==> src/rtl/uart_tx_arb.sv <==
// Round-robin arbiter feeding one UART transmitter from two byte requesters, with a tx_busy handshake timeout.
// Latency: grant to tx_valid is 1 cycle; backpressure: no grants while tx_busy is high or a byte is in flight.
module uart_tx_arb #(
  parameter int TMO_CYCLES = 16,
  parameter int CW         = 5
) (
  input  logic       clock,
  input  logic       reset,
  input  logic [7:0] req0_data,
  input  logic       req0_valid,
  output logic       req0_ready,
  input  logic [7:0] req1_data,
  input  logic       req1_valid,
  output logic       req1_ready,
  output logic [7:0] tx_data,
  output logic       tx_valid,
  input  logic       tx_busy,
  output logic [1:0] grant,
  output logic       tx_timeout,
  output logic       idle
);

  typedef enum logic [1:0] {IDLE, LAUNCH, WAIT_BUSY, WAIT_DONE} state_t;

  localparam logic [CW-1:0] TMO_LAST = CW'(TMO_CYCLES - 1);

  state_t        state, state_nxt;
  logic [CW-1:0] cnt;
  logic          last;
  logic          win0, win1, do_grant, tmo_hit;

  // last=1 means requester 1 was served most recently, so requester 0 wins a tie
  always_comb begin
    win0 = 1'b0;
    win1 = 1'b0;
    if (state == IDLE && !tx_busy) begin
      if (req0_valid && req1_valid) begin
        win0 = last;
        win1 = !last;
      end else begin
        win0 = req0_valid;
        win1 = req1_valid;
      end
    end
  end

  assign do_grant = win0 | win1;
  assign tmo_hit  = (state == WAIT_BUSY) && !tx_busy && (cnt == TMO_LAST);

  always_ff @(posedge clock or posedge reset) begin
    if (reset) state <= IDLE;
    else       state <= state_nxt;
  end

  always_comb begin
    state_nxt = state;
    case (state)
      IDLE:      if (do_grant) state_nxt = LAUNCH;
      LAUNCH:    state_nxt = WAIT_BUSY;
      WAIT_BUSY: begin
        if (tx_busy)      state_nxt = WAIT_DONE;
        else if (tmo_hit) state_nxt = IDLE;
      end
      WAIT_DONE: if (!tx_busy) state_nxt = IDLE;
      default:   state_nxt = IDLE;
    endcase
  end

  always_comb begin
    req0_ready = win0 && !reset;
    req1_ready = win1 && !reset;
    idle       = (state == IDLE);
    tx_timeout = tmo_hit;
  end

  always_ff @(posedge clock or posedge reset) begin
    if (reset) begin
      tx_data  <= 8'h00;
      tx_valid <= 1'b0;
      grant    <= 2'b00;
      cnt      <= '0;
      last     <= 1'b1;
    end else begin
      tx_valid <= do_grant;
      if (do_grant) begin
        tx_data <= win1 ? req1_data : req0_data;
        grant   <= {win1, win0};
        last    <= win1;
      end
      case (state)
        LAUNCH: cnt <= '0;
        WAIT_BUSY: begin
          if (tx_busy) begin
            cnt <= '0;
          end else if (tmo_hit) begin
            cnt   <= '0;
            grant <= 2'b00;
          end else if (cnt != TMO_LAST) begin
            cnt <= cnt + 1'b1;
          end
        end
        WAIT_DONE: if (!tx_busy) grant <= 2'b00;
        default: ;
      endcase
    end
  end

endmodule

==> config.mk <==
export PLATFORM = sky130hd
export DESIGN_NAME = uart_tx_arb
export DESIGN_NICKNAME = d
export VERILOG_FILES = /design/src/rtl/uart_tx_arb.sv
export SDC_FILE = /design/constraint.sdc
export NUM_CORES = 1
export LEC_CHECK = 0
export CORE_ASPECT_RATIO = 1.4
export CORE_UTILIZATION = 47
export CTS_CLUSTER_SIZE = 12
export DETAILED_ROUTE_END_ITERATION = 10
export GPL_ROUTABILITY_DRIVEN = 0
export GPL_TIMING_DRIVEN = 0
export PLACE_DENSITY = 0.9
export SYNTH_ARGS = -nofsm -noshare
export SYNTH_HDL_FRONTEND = slang
export SYNTH_SLANG_ARGS = --single-unit
export TNS_END_PERCENT = 30
==> constraint.sdc <==
create_clock -name clock -period 3.8 [get_ports clock]
set_input_delay 0.57 -clock clock [delete_from_list [all_inputs] [get_ports clock]]
set_output_delay 0.57 -clock clock [all_outputs]
set_load 0.01 [all_outputs]
==> out/results.ini, run 1 <==
[clocking]
clk_pin_slew_worst_paths_ns=0.11
cts_buffer_depth=2
htreeDepth=1
cts_tree=built
postCtsSetupBuffers=0
clock_sinks=19
cts_root_buf=clkbuf_4
ctsResizeCount=0
worstSkewPairLatency_ns=0.29
ctsHoldBuffers=0
numCtsBuffers=3

[synth]
ys_top_cells_by_area=dfrtp_1 45%, mux2i_1 8.0%, ha_1 6.2%
synth_top_cell_area_share_pct=44.8
yosys_warnings=0
synth_seq_cells=19
syn-num-nets=128
syn_inst=102
yosysSeqAreaShare_pct=47.4
yosysTopAreaCell=dfrtp_1
syn_avg_cell_area_um2=9.85
synth_area_um2=1000
yosysUniqueCellTypes=30

[min_path]
whs_path_depth=2
hold_path_class=register to register

[worst_setup_path]
path_depth=6
path_buf_inv=3
required_ns=3.23
r2r_cells=7
crit_path_start_kind=primary input
cpPeakStageDelay_ns=0.54
crit_chain=clkdlybuf4s50_1 -> nor2b_1 -> nand3_1 -> buf_4 -> nor2_1 -> clkdlybuf4s50_1
crit_path_end_kind=output pin
cp_max_fo=10
critPathSlowestCell=clkdlybuf4s50_1
arrival_ns=2.27
crit_family=buffers and inverters
critPathKind=primary input to output pin
cpMostUsedCell=clkdlybuf4s50_1

[sta]
setup_viol=0
slew_viol_final=0
skew_ns=0.00529
fmaxAchievable_mhz=352
hold_violations=0
rsz0062_at_grt=false
finalCriticalPeriod_ns=2.84
period_share_pct=74.8
fin_setup_tns_ns=0
slew-limit-headroom_pct=54.5
tightest_slew_ns=0.682

[routing]
wirelength_mm=2.22
detail-route-antenna-nets=0
drtPass1Iterations=4
vias_per_cell=5.44
drcViolationCount=0
drt_iter0_drc=18
wl_per_cell_um=13.7
vias=881

[power]
power.density_nw_per_um2=590
power_frac_comb_pct=50.1
leakage_nw=0.718
clkPwrFrac_pct=11.8
switching_share_pct=36.4
ir_drop_mv=0.361
net-switching-power_w=0.000303
internal_power_w=0.000529
seq_power_share_pct=38.1

[floorplanning]
die_area_um2=2330
initial_core_util_pct=50.3
die_w_um=41.1
coreArea_um2=2000
io_pins=36
placementRows=19
die_h_um=56.7

[job]
max_cap_viol_count=0

[grt]
track_usage_pct=21.8
antenna_found_initial=0
grt_pass1_wl_mm=3.58
grt_start_max_net_pins=20
grt-ovfl-total=0
grt_pass1_vias=880

[layout]
fin_cells=162
antennaDiodeCount=0
syn2layout_area_growth_pct=40.2
drive_gt1_share_pct=7.09
fin_nets=168

[place]
dp.cells=158
io_buffers=35
dp_hpwl_mm=1.76

[outcome]
status=finished, final reports clean

[area by class of cell]
class                      instances  area, µm²
buffer                             2       12.5
sequential                        19        477
clock inverter                     1       5.00
tap                               21       26.3
fill                             154        588
multi-input combinational         74        489
clock buffer                       3       22.5
timing repair buffer              35        350
inverter                           7       26.3
[kinds of logic after synthesis]
logic type / after synthesis / share of synthesized area, %
adder cells (fa/ha/maj): 5 / 6.23
AND/OR/NAND/NOR: 36 / 18.7
multiplexers: 8 / 7.97
flip-flops: 19 / 47.4
buffers and inverters: 9 / 3.86
AO/OA/AOI/OAI: 25 / 15.8
[registers in the layout, summed over array words and instances (netlist names)]
| register | flops |
|---|---|
| grant | 2 |
| state | 2 |
| last | 1 |
| tx_data | 8 |
| cnt | 5 |
| tx_valid | 1 |
[Yosys cell counts (all sizes together)]
| cell type | n |
|---|---|
| mux2i | 8 |
| o22ai | 1 |
| a21boi | 1 |
| o21ai | 13 |
| o2bb2a | 1 |
| a31oi | 1 |
| o21bai | 1 |
| nand2 | 16 |
| dfstp | 1 |
| dfrtp | 18 |
| a21o | 1 |
| and3 | 1 |
| a21oi | 1 |
| nor2 | 4 |
| nand2b | 3 |
| nor2b | 2 |
| a222oi | 1 |
| o22a | 1 |
| nor3 | 1 |
| o2bb2ai | 1 |
| a22oi | 2 |
| ha | 5 |
| buf | 2 |
| nand3 | 7 |
| nand4b | 2 |
| inv | 7 |
[through the flow]
step                      setup WS (ns)  total power, W  hold slack (ns)  area, µm²  util, %
final                             0.958        0.000832            0.489       1410     70.6
after global routing              0.792        0.000900            0.519       1410     70.6
after CTS                         0.945        0.000838            0.489       1410     70.6
after detailed placement          0.945        0.000739            0.471       1380     69.2
after global placement            0.997        0.000715            0.459       1380     69.2
after floorplan                    1.84        0.000554            0.444       1000        -
[final timing paths]
path | start | endpoint | slack [ns]
worst max-delay path | tx_busy | req1_ready | 0.96
worst min-delay path | last | last | 0.49
worst max register to register | state[0] | tx_data[3] | 2.01
worst min register to register | last | last | 0.49
max in group asynchronous | reset | grant[0] | 2.64
min in group asynchronous | reset | tx_data[1] | 0.73
[placed cells by master, fill, tap and decap left out, types with 2 or more instances in the layout]
cell / netlist / layout
a22oi_1: 2 / 2
clkbuf_4: 0 / 3
clkdlybuf4s50_1: 0 / 35
dfrtp_1: 18 / 18
ha_1: 5 / 5
inv_1: 7 / 7
mux2i_1: 8 / 8
nand2_1: 16 / 16
nand2b_1: 3 / 3
nand3_1: 7 / 7
nor2_1: 4 / 4
o21ai_0: 12 / 12
[layer usage]
metal	track usage (%)	vias up	share of wire (%)
met1	23.8	411	38
met4	9.05	0	0.72
li1	-	438	-
met5	0	-	0
met2	37.1	30	54
met3	5.14	2	7.4
[power by group through the flow]
| stage | logic (W) | registers, W | clock network [W] |
|---|---|---|---|
| after floorplan | 0.000216 | 0.000338 | 0 |
| after global placement | 0.000400 | 0.000315 | 0 |
| after detailed placement | 0.000418 | 0.000322 | 0 |
| after CTS | 0.000420 | 0.000317 | 0.000101 |
| after global routing | 0.000464 | 0.000327 | 0.000110 |
| final | 0.000417 | 0.000317 | 0.0000982 |
[tightest hold or removal path: stages (launching register included)]
cell,delay [ns]
dfstp_2,0.39
nand2_1,0.05
nand2_1,0.05
No activity file was read; power rests on OpenSTA's default activity.
==> run 2: changes to the inputs <==
Settings changed: CORE_UTILIZATION 47 to 39, PLACE_DENSITY 0.9 to 0.81.
Clock period 3.8 ns to 2.3 ns, I/O delays scaled along.
==> out/results.ini, run 2 (synthesis gave the netlist of run 1 again) <==
[floorplanning]
die_h_um=62.1  ; +9.4%
placementRows=21  ; +2
die_area_um2=2790  ; +20%
io_pins=36  ; unchanged
die_w_um=44.9  ; +9.3%
initial_core_util_pct=41.6  ; -8.8 points
coreArea_um2=2420  ; +21%

[worst_setup_path]
arrival_ns=1.82  ; -0.45 ns
required_ns=1.96  ; -1.27 ns
r2r_slack_ns=0.65  ; -1.36 ns
r2r_cells=7  ; unchanged
worstReg2RegStart=state[0]
critPathCapture=tx_timeout
crit_path_end_kind=output pin
critPathLaunch=state[0]
critPathKind=register to output pin
crit_path_start_kind=register
rr_endpoint=tx_data[6]
cp_max_fo=4  ; -6

[layout]
layout_commonest_cell=clkdlybuf4s50_1
fin_area_um2=1430  ; +1.8%
final_cell_mix=33 x clkdlybuf4s50_1, 18 x dfrtp_1, 16 x nand2_1
fin_nets=168  ; unchanged
antennaDiodeCount=0  ; unchanged
drive_gt1_share_pct=9.93  ; +2.8 points
top_register=tx_data
fin_util_pct=59.3  ; -11 points
largest_registers=tx_data (8), cnt (5)
syn2layout_area_growth_pct=42.7
largest_reg_flops=8  ; unchanged

[power]
p_total_w=0.00139  ; +67%
power_frac_comb_pct=50.4  ; +0.3 points
clkPwrFrac_pct=12.0  ; +0.2 points
power.density_nw_per_um2=970  ; +64%
seq_power_share_pct=37.6  ; -0.5 points
leakage_nw=0.726  ; +1.1%
switching_share_pct=36.3  ; -0.11 points
net-switching-power_w=0.000505  ; +67%
ir_drop_mv=0.595  ; +65%
internal_power_w=0.000886  ; +67%

[clocking]
cts_buffer_depth=2  ; unchanged
worstSkewPairLatency_ns=0.30  ; about the same
clock_sinks=19  ; unchanged
cts_tree=built
numCtsBuffers=3  ; unchanged
clk_pin_slew_worst_paths_ns=0.11  ; about the same
htreeDepth=1  ; unchanged
cts_root_buf=clkbuf_4

[routing]
vias_per_cell=5.05  ; -7.1%
drt_iter0_drc=11  ; -7
detail-route-antenna-nets=0  ; unchanged
vias=884  ; +0.34%
wirelength_mm=2.24  ; +1.1%
drtPass1Iterations=4  ; unchanged
wl_per_cell_um=12.8  ; -6.4%
drcViolationCount=0  ; unchanged

[grt]
grt-ovfl-total=0  ; unchanged
grt_start_max_net_pins=20  ; unchanged
grt_pass1_vias=842  ; -4.3%
track_usage_pct=17.6  ; -4.2 points
grt_pass1_wl_mm=3.57  ; -0.20%
antenna_found_initial=0  ; unchanged

[sta]
period_share_pct=94.2
skew_ns=0.00229  ; -0.00299 ns
slew-limit-headroom_pct=51.8  ; -2.7 points
fin_setup_tns_ns=0  ; unchanged
setup_viol=0  ; unchanged
finalCriticalPeriod_ns=2.17
tightest_slew_ns=0.722  ; +0.0398 ns
fmaxAchievable_mhz=461
slew_viol_final=0  ; unchanged
hold_violations=0  ; unchanged
hold_ws_ns=0.476  ; -0.0130 ns
rsz0062_at_grt=false

[min_path]
hold_path_class=register to register

[place]
placed_area_um2=1400  ; +1.2%
io_buffers=35  ; unchanged
dp_hpwl_mm=1.75  ; -0.94%

[outcome]
status=finished, final reports clean

[job]
max_cap_viol_count=0  ; unchanged

[run 2: timing repair]
action,CTS,global route
setup buffers,0,0
resized for setup,6,2
hold buffers,0,0
setup endpoints to repair,2,1
[run 2: per-stage QoR]
stage                     setup slack (ns)  instances
after floorplan                      0.563        102
after global placement             -0.0740        171
after detailed placement            -0.103        171
after CTS                           0.0529        175
after global routing                0.0154        175
final                                0.133        175
[run 2: worst max-delay path: stages (launching register included)]
cell and delay, ns:
dfrtp_1 0.42, inv_1 0.11, ha_1 0.21, nand2b_1 0.11, nor2_1 0.12, clkdlybuf4s50_1 0.54
[run 2: per-layer routing]
layer / track usage (%) / share of wire (%)
met1: 19.3 / 42
met5: 0 / 0
met3: 3.18 / 5.8
met4: 9.09 / 1.7
met2: 32.1 / 50
[run 2: worst min-delay path by stage]
stage          start  endpoint  slack [ns]  cells past startpoint
2_1_floorplan  reset    cnt[0]        0.30                      1
3_3_place_gp    last      last        0.46                      2
3_5_place_dp    last      last        0.46                      2
4_1_cts         last      last        0.48                      2
5_1_grt         last      last        0.51                      2
6_report        last      last        0.48                      2
[run 2: area by class of cell]
type / instances / area [µm²]
Multi-Input combinational cell: 74 / 504
Clock buffer: 3 / 22.5
Fill cell: 222 / 983
Buffer: 2 / 12.5
Inverter: 7 / 26.3
Tap cell: 34 / 42.5
Clock inverter: 1 / 5.00
Timing Repair Buffer: 35 / 344
Sequential cell: 19 / 477
[run 2: power groups by stage]
stage / Combinational (W) / Sequential [W] / Clock, W
after floorplan: 0.000357 / 0.000559 / 0
after global placement: 0.000663 / 0.000521 / 0
after detailed placement: 0.000687 / 0.000532 / 0
after CTS: 0.000706 / 0.000524 / 0.000177
after global routing: 0.000790 / 0.000538 / 0.000188
final: 0.000700 / 0.000523 / 0.000167
